===== src/rtl/ad_cail_mch_if.sv =====
// ad_cail_mch_if: sample, gain-write, calibration and corrected-output signals of ad_cail_mch
interface ad_cail_mch_if #(
  parameter int DATA_W = 16,
  parameter int GAIN_W = 18,
  parameter int CH_W   = 3
);
  logic                     cail_en;
  logic [3:0]               avg_shift;
  logic                     din_valid;
  logic [CH_W-1:0]          din_ch;
  logic signed [DATA_W-1:0] din;
  logic                     gain_we;
  logic [CH_W-1:0]          gain_ch;
  logic [GAIN_W-1:0]        gain_i;
  logic                     busy;
  logic                     cail_done;
  logic                     dout_valid;
  logic [CH_W-1:0]          dout_ch;
  logic signed [DATA_W-1:0] dout;
  modport master (
    output cail_en, avg_shift, din_valid, din_ch, din, gain_we, gain_ch, gain_i,
    input  busy, cail_done, dout_valid, dout_ch, dout
  );
  modport slave (
    input  cail_en, avg_shift, din_valid, din_ch, din, gain_we, gain_ch, gain_i,
    output busy, cail_done, dout_valid, dout_ch, dout
  );
endinterface


===== src/rtl/ad_cail_mch.sv =====
// ad_cail_mch: multi-channel ADC offset calibration by averaging plus per-channel gain/offset correction
module ad_cail_mch #(
  parameter int CH_NUM = 8,
  parameter int DATA_W = 16,
  parameter int GAIN_W = 18,
  parameter int CH_W   = 3
) (
  input logic           clk,
  input logic           rst_n,
  ad_cail_mch_if.slave  bus
);
  localparam int ACC_W  = DATA_W + 8;
  localparam int SUB_W  = DATA_W + 1;
  localparam int PRD_W  = SUB_W + GAIN_W + 1;
  localparam int CH_CNT = 1 << CH_W;
  localparam logic signed [PRD_W-1:0] SAT_HI = (PRD_W'(1) <<< (DATA_W - 1)) - PRD_W'(1);
  localparam logic signed [PRD_W-1:0] SAT_LO = -SAT_HI - PRD_W'(1);
  typedef enum logic [1:0] {IDLE, ACC, STORE} state_t;
  state_t                   r_state, w_next;
  logic [3:0]               r_shift;
  logic signed [ACC_W-1:0]  r_acc [CH_CNT];
  logic [8:0]               r_cnt [CH_CNT];
  logic signed [DATA_W-1:0] r_off [CH_CNT];
  logic [GAIN_W-1:0]        r_gain [CH_CNT];
  logic                     r_s1_v;
  logic [CH_W-1:0]          r_s1_ch;
  logic signed [SUB_W-1:0]  r_s1_diff;
  logic [GAIN_W-1:0]        r_s1_gain;
  logic                     r_dv;
  logic [CH_W-1:0]          r_dch;
  logic signed [DATA_W-1:0] r_dout;
  logic [8:0]               w_target;
  logic                     w_all_full;
  logic                     w_acc_en;
  logic signed [PRD_W-1:0]  w_prod, w_scaled;
  logic signed [DATA_W-1:0] w_sat;
  assign w_target = 9'd1 << r_shift;
  always_comb begin
    w_all_full = 1'b1;
    for (int c = 0; c < CH_NUM; c++) w_all_full = w_all_full && (r_cnt[c] == w_target);
  end
  always_comb begin
    w_next = r_state;
    w_next = (r_state == IDLE) ? (bus.cail_en ? ACC : IDLE) :
             (r_state == ACC)  ? (w_all_full ? STORE : ACC) : IDLE;
  end
  assign w_acc_en = (r_state == ACC) && bus.din_valid && (int'(bus.din_ch) < CH_NUM) &&
                    (r_cnt[bus.din_ch] != w_target);
  // Gain is unsigned Q2.16, so it gets a zero sign bit before the signed multiply
  assign w_prod   = PRD_W'(r_s1_diff) * PRD_W'($signed({1'b0, r_s1_gain}));
  assign w_scaled = w_prod >>> 16;
  assign w_sat    = (w_scaled > SAT_HI) ? {1'b0, {(DATA_W-1){1'b1}}} :
                    (w_scaled < SAT_LO) ? {1'b1, {(DATA_W-1){1'b0}}} : w_scaled[DATA_W-1:0];
  always_ff @(posedge clk) begin
    if (rst_n) begin
      r_state   <= IDLE;
      r_shift   <= '0;
      r_s1_v    <= 1'b0;
      r_s1_ch   <= '0;
      r_s1_diff <= '0;
      r_s1_gain <= '0;
      r_dv      <= 1'b0;
      r_dch     <= '0;
      r_dout    <= '0;
      for (int c = 0; c < CH_CNT; c++) begin
        r_acc[c]  <= '0;
        r_cnt[c]  <= '0;
        r_off[c]  <= '0;
        r_gain[c] <= GAIN_W'(32'h10000);
      end
    end else begin
      r_state <= w_next;
      if (r_state == IDLE && bus.cail_en) begin
        r_shift <= (bus.avg_shift > 4'd8) ? 4'd8 : bus.avg_shift;
        for (int c = 0; c < CH_CNT; c++) begin
          r_acc[c] <= '0;
          r_cnt[c] <= '0;
        end
      end
      if (w_acc_en) begin
        r_acc[bus.din_ch] <= r_acc[bus.din_ch] + ACC_W'(bus.din);
        r_cnt[bus.din_ch] <= r_cnt[bus.din_ch] + 9'd1;
      end
      if (r_state == STORE)
        for (int c = 0; c < CH_NUM; c++) r_off[c] <= DATA_W'(r_acc[c] >>> r_shift);
      if (bus.gain_we && int'(bus.gain_ch) < CH_NUM) r_gain[bus.gain_ch] <= bus.gain_i;
      r_s1_v    <= bus.din_valid && (r_state == IDLE);
      r_s1_ch   <= bus.din_ch;
      r_s1_diff <= SUB_W'(bus.din) - SUB_W'(r_off[bus.din_ch]);
      r_s1_gain <= r_gain[bus.din_ch];
      r_dv      <= r_s1_v;
      if (r_s1_v) begin
        r_dch  <= r_s1_ch;
        r_dout <= w_sat;
      end
    end
  end
  assign bus.busy       = (r_state != IDLE);
  assign bus.cail_done  = (r_state == STORE);
  assign bus.dout_valid = r_dv;
  assign bus.dout_ch    = r_dch;
  assign bus.dout       = r_dout;
endmodule


===== src/flat_wrapper.sv =====
// flat-port wrapper written by rule: the top's interface ports become plain ports
module ad_cail_mch_flat 
#(
  parameter int CH_NUM = 8,
  parameter int DATA_W = 16,
  parameter int GAIN_W = 18,
  parameter int CH_W   = 3
)
  (clk, rst_n, bus_cail_en, bus_avg_shift, bus_din_valid, bus_din_ch, bus_din, bus_gain_we, bus_gain_ch, bus_gain_i, bus_busy, bus_cail_done, bus_dout_valid, bus_dout_ch, bus_dout);
  ad_cail_mch_if #(.DATA_W(DATA_W), .GAIN_W(GAIN_W), .CH_W(CH_W)) bus_i ();
  input logic clk;
  input logic rst_n;
  input wire logic [$bits(bus_i.cail_en)-1:0] bus_cail_en;
  input wire logic [$bits(bus_i.avg_shift)-1:0] bus_avg_shift;
  input wire logic [$bits(bus_i.din_valid)-1:0] bus_din_valid;
  input wire logic [$bits(bus_i.din_ch)-1:0] bus_din_ch;
  input wire logic [$bits(bus_i.din)-1:0] bus_din;
  input wire logic [$bits(bus_i.gain_we)-1:0] bus_gain_we;
  input wire logic [$bits(bus_i.gain_ch)-1:0] bus_gain_ch;
  input wire logic [$bits(bus_i.gain_i)-1:0] bus_gain_i;
  output wire logic [$bits(bus_i.busy)-1:0] bus_busy;
  output wire logic [$bits(bus_i.cail_done)-1:0] bus_cail_done;
  output wire logic [$bits(bus_i.dout_valid)-1:0] bus_dout_valid;
  output wire logic [$bits(bus_i.dout_ch)-1:0] bus_dout_ch;
  output wire logic [$bits(bus_i.dout)-1:0] bus_dout;
  assign bus_i.cail_en = bus_cail_en;
  assign bus_i.avg_shift = bus_avg_shift;
  assign bus_i.din_valid = bus_din_valid;
  assign bus_i.din_ch = bus_din_ch;
  assign bus_i.din = bus_din;
  assign bus_i.gain_we = bus_gain_we;
  assign bus_i.gain_ch = bus_gain_ch;
  assign bus_i.gain_i = bus_gain_i;
  assign bus_busy = bus_i.busy;
  assign bus_cail_done = bus_i.cail_done;
  assign bus_dout_valid = bus_i.dout_valid;
  assign bus_dout_ch = bus_i.dout_ch;
  assign bus_dout = bus_i.dout;
  ad_cail_mch #(.CH_NUM(CH_NUM), .DATA_W(DATA_W), .GAIN_W(GAIN_W), .CH_W(CH_W)) u_core (.clk(clk), .rst_n(rst_n), .bus(bus_i));
endmodule

===== config.mk =====
export PLATFORM = sky130hd
export DESIGN_NAME = ad_cail_mch_flat
export DESIGN_NICKNAME = d
export VERILOG_FILES = /design/src/rtl/ad_cail_mch_if.sv /design/src/rtl/ad_cail_mch.sv /design/src/flat_wrapper.sv
export SDC_FILE = /design/constraint.sdc
export NUM_CORES = 2
export LEC_CHECK = 0
export ABC_CLOCK_PERIOD_IN_PS = 9300
export CAP_MARGIN = 20
export CORE_MARGIN = 2
export CORE_UTILIZATION = 62
export DETAILED_ROUTE_END_ITERATION = 12
export HOLD_SLACK_MARGIN = 0.12
export PLACE_DENSITY = 0.89
export SYNTH_ARGS = -nofsm -noshare
export SYNTH_HDL_FRONTEND = slang
export SYNTH_SLANG_ARGS = --single-unit

===== constraint.sdc =====
create_clock -name clk -period 9.3 [get_ports clk]
set_input_delay 0.93 -clock clk [delete_from_list [all_inputs] [get_ports clk]]
set_output_delay 0.93 -clock clk [all_outputs]
set_load 0.01 [all_outputs]

==> impl_metrics.csv <==
group,metric,value,unit
routing,wire_per_inst,27.96,µm
timing,tightest_slew,1.059,ns
clock_tree,clock_sinks,601,
floorplan,fp.dieW,269.8,µm
clock_tree,clk_latency,0.64,ns
critical_path,end_kind,"flip-flop",
placement,post_dp_cell_area,44950,µm²
cells_and_area,fin_nets,4488,
cells_and_area,regArea,17410,µm²
floorplan,rows,97,
timing,fmax,136.8,MHz
routing,num_vias,34792,
grt,grt_usage,0.3834,
cells_and_area,drive_gt1_frac,0.09380,
logic_synthesis,synth_edf_count,536,
pwr,irDropWorstVdd,0.2468,mV
timing,hold_violations,0,
routing,ant_nets,0,
cells_and_area,final_common_cell,"edfxtp_1",
clock_tree,cts_made_buffers,66,
status,status,"completed",
placement,place_congestion,1.021,
min_path,hp-start,"u_core.bus.dout[14]$_SDFFE_PP0P_",
clock_tree,max-clock-path-buffers,3,
min_path,hold_depth,2,
clock_tree,holdBufCountCts,0,
min_path,holdPathEnd,"u_core.bus.dout[14]$_SDFFE_PP0P_",
critical_path,cp_max_fo,18,
floorplan,io_pins,71,
logic_synthesis,synthFlopType,"edfxtp_1",
timing,rsz0062_at_grt,"no",
logic_synthesis,syn_area,43810,µm²
clock_tree,cts_resized,0,
critical_path,reg2reg_setup_slack,1.99,ns
grt,grt_antenna_before_repair,9,
critical_path,worstRegToRegCells,20,
clock_tree,cts_tree,"yes",
cells_and_area,layout_common_cells,"536 x edfxtp_1, 487 x nor2_1, 379 x nand2_1",
clock_tree,cts.clk_slew.worst_paths,0.07,ns
grt,grt_pass1_wl,210.5,mm
cells_and_area,multi_input_area,24150,µm²
critical_path,reg2reg_from,"u_core.r_s1_diff[8]$_SDFF_PP0_",
cells_and_area,fin_area,47130,µm²
timing,period_needed,7.310,ns
min_path,hp-class,"flip-flop to flip-flop",
routing,wl,140.5,mm
critical_path,arrival,7.76,ns
timing,max_slew_margin,0.2940,
grt,first_global_vias,34268,
timing,fin_tns_setup,0,ns
grt,gr-total-overflow,0,
timing,whs,0.4888,ns
floorplan,core_area,70030,µm²
clock_tree,postCtsSetupBuffers,0,
placement,portBuffers,70,
logic_synthesis,synth-seq-area-share,0.3971,
cells_and_area,fillers,5042,
logic_synthesis,synth_cells,4116,
floorplan,dieHeight,269.8,µm
routing,via_per_inst,6.922,
routing,drt_iter0_drc,5665,
floorplan,die_area,72810,µm²
clock_tree,root_buffer,"clkbuf_16",
critical_path,cp.required,9.75,ns
critical_path,start_kind,"flip-flop",
cells_and_area,area_growth,7.568,%
timing,setup_viol,0,
placement,dp_hpwl,100.1,mm
logic_synthesis,ys_ff_latch,601,
logic_synthesis,avgSynthCellArea,10.64,µm²
timing,period_share,0.7860,
floorplan,initial_utilization,0.6256,
timing,slew_violations,0,
critical_path,r2r-end,"u_core.bus.dout[3]$_SDFFE_PP0P_",
flow_run,drv_cap,0,
pwr,power_density,182.7,nW/µm²
routing,remaining_drc_errors,0,
clock_tree,htreeDepth,3,
logic_synthesis,synth_cell_types,78,
grt,grt_max_degree,96,
pwr,leakage,18.41,nW
timing,fin_worst_skew,0.03742,ns
critical_path,critPathKind,"flip-flop to flip-flop",
logic_synthesis,ys_warn_count,0,
routing,first_pass_iters,7,
logic_synthesis,ys_async_sr_fraction,0,
logic_synthesis,synthesis.nets,4571,
-- Yosys cell counts (all sizes together), types with 8 or more instances --
cell      n  area (µm²)
edfxtp  536       16100
nor2    488        1832
nand2   388        1587
and2    300        1877
inv     290        1094
fa      240        4805
clkbuf  188       705.7
a22oi   172        1291
ha      166        2077
mux4    126        2841
a21oi   122       610.6
a211oi  104       780.8
buf      90       560.5
mux2i    88       880.8
o21ai    83       415.4
a311oi   70       613.1
dfxtp    65        1301
nor3     52       260.3
and3     51       319.1
mux2     43       484.2
nand2b   43       269.0
nand4    42       262.8
nor2b    40       250.2
xnor2    32       280.3
a221oi   31       271.5
a22o     31       271.5
a31oi    31       193.9
xor2     29       254.0
nand3    22       110.1
a21o     18       135.1
or2      13       81.33
o22ai    10       62.56
or4      10       75.07
nand3b    9       67.56
o21a      9       67.56
o211a     8       80.08
-- registers in the layout, indices dropped and copies added, names as in the netlist --
signal,count
u_core.r_acc,192
u_core.r_gain,144
u_core.r_cnt,72
u_core.bus.dout_ch,3
u_core.bus.dout,16
u_core.r_s1_ch,3
u_core.r_s1_diff,17
u_core.bus.dout_valid,1
u_core.r_state,2
u_core.r_shift,4
u_core.r_s1_gain,18
u_core.r_off,128
u_core.r_s1_v,1
-- critical path, stage by stage, from the launching register on --
cell and delay [ns]:
dfxtp_1 0.78, nand2_1 0.20, fa_1 0.58, inv_1 0.06, fa_1 0.50, fa_1 0.47
fa_1 0.49, fa_1 0.49, inv_1 0.05, fa_1 0.48, inv_1 0.04, ha_1 0.35
a21oi_1 0.18, o21ai_0 0.19, a2111oi_0 0.43, o21ai_0 0.34, nand2_1 0.24, xor2_1 0.19
a211oi_1 0.11, a311oi_2 0.85, a211oi_1 0.10
-- power by group --
part / internal, mW / switching [mW]
clock: 1.53 / 1.15
combinational: 0.985 / 1.56
sequential: 3.13 / 0.256
total: 5.64 / 2.97
-- metrics by stage --
stage / cells / utilization / worst slack [ns] / power, mW
2_1_floorplan: 4116 / - / 2.794 / 5.127
3_3_place_gp: 4904 / 0.6419 / 2.357 / 5.808
3_5_place_dp: 4904 / 0.6419 / 2.123 / 5.913
4_1_cts: 5022 / 0.6727 / 2.055 / 8.542
5_1_grt: 5024 / 0.6729 / 1.517 / 9.011
6_report: 5026 / 0.6730 / 1.990 / 8.610
-- worst max path at each step --
stage	slack (ns)	to	start
finish	1.99	u_core.bus.dout[3]$_SDFFE_PP0P_	u_core.r_s1_diff[8]$_SDFF_PP0_
global route	1.52	u_core.bus.dout[2]$_SDFFE_PP0P_	u_core.r_s1_diff[8]$_SDFF_PP0_
CTS	2.05	u_core.bus.dout[3]$_SDFFE_PP0P_	u_core.r_s1_diff[8]$_SDFF_PP0_
detailed placement	2.12	u_core.bus.dout[2]$_SDFFE_PP0P_	u_core.r_s1_diff[8]$_SDFF_PP0_
global placement	2.36	u_core.bus.dout[14]$_SDFFE_PP0P_	u_core.r_s1_diff[16]$_SDFF_PP0_
floorplan	2.79	u_core.bus.dout[14]$_SDFFE_PP0P_	u_core.r_s1_diff[8]$_SDFF_PP0_
-- metal layers --
| layer | vias up | track usage | part of all wire |
|---|---|---|---|
| li1 | 14634 | - | - |
| met1 | 16827 | 0.5067 | 0.35 |
| met2 | 2736 | 0.5996 | 0.45 |
| met3 | 579 | 0.1030 | 0.14 |
| met4 | 16 | 0.1651 | 0.050 |
| met5 | - | 0.009211 | 0.0016 |
-- cell families after synthesis --
family,after synthesis,synth area share
AND/OR/NAND/NOR,1493,0.1659
flip-flops,601,0.3971
AO/OA/AOI/OAI,729,0.1178
adder cells (fa/ha/maj),406,0.1571
buffers and inverters,569,0.05395
multiplexers,257,0.09602
XOR/XNOR,61,0.01219
-- area by class of cell --
cell class	count	share of cell area
repair buffers	127	0.02379
flip-flops and latches	601	0.3695
clock inverters	36	0.007593
inverters	291	0.02334
multi-input cells	2946	0.5124
diodes	3	0.0001593
clock buffers	82	0.03831
well taps	940	0.02496
(Power assumes the default switching activity.)
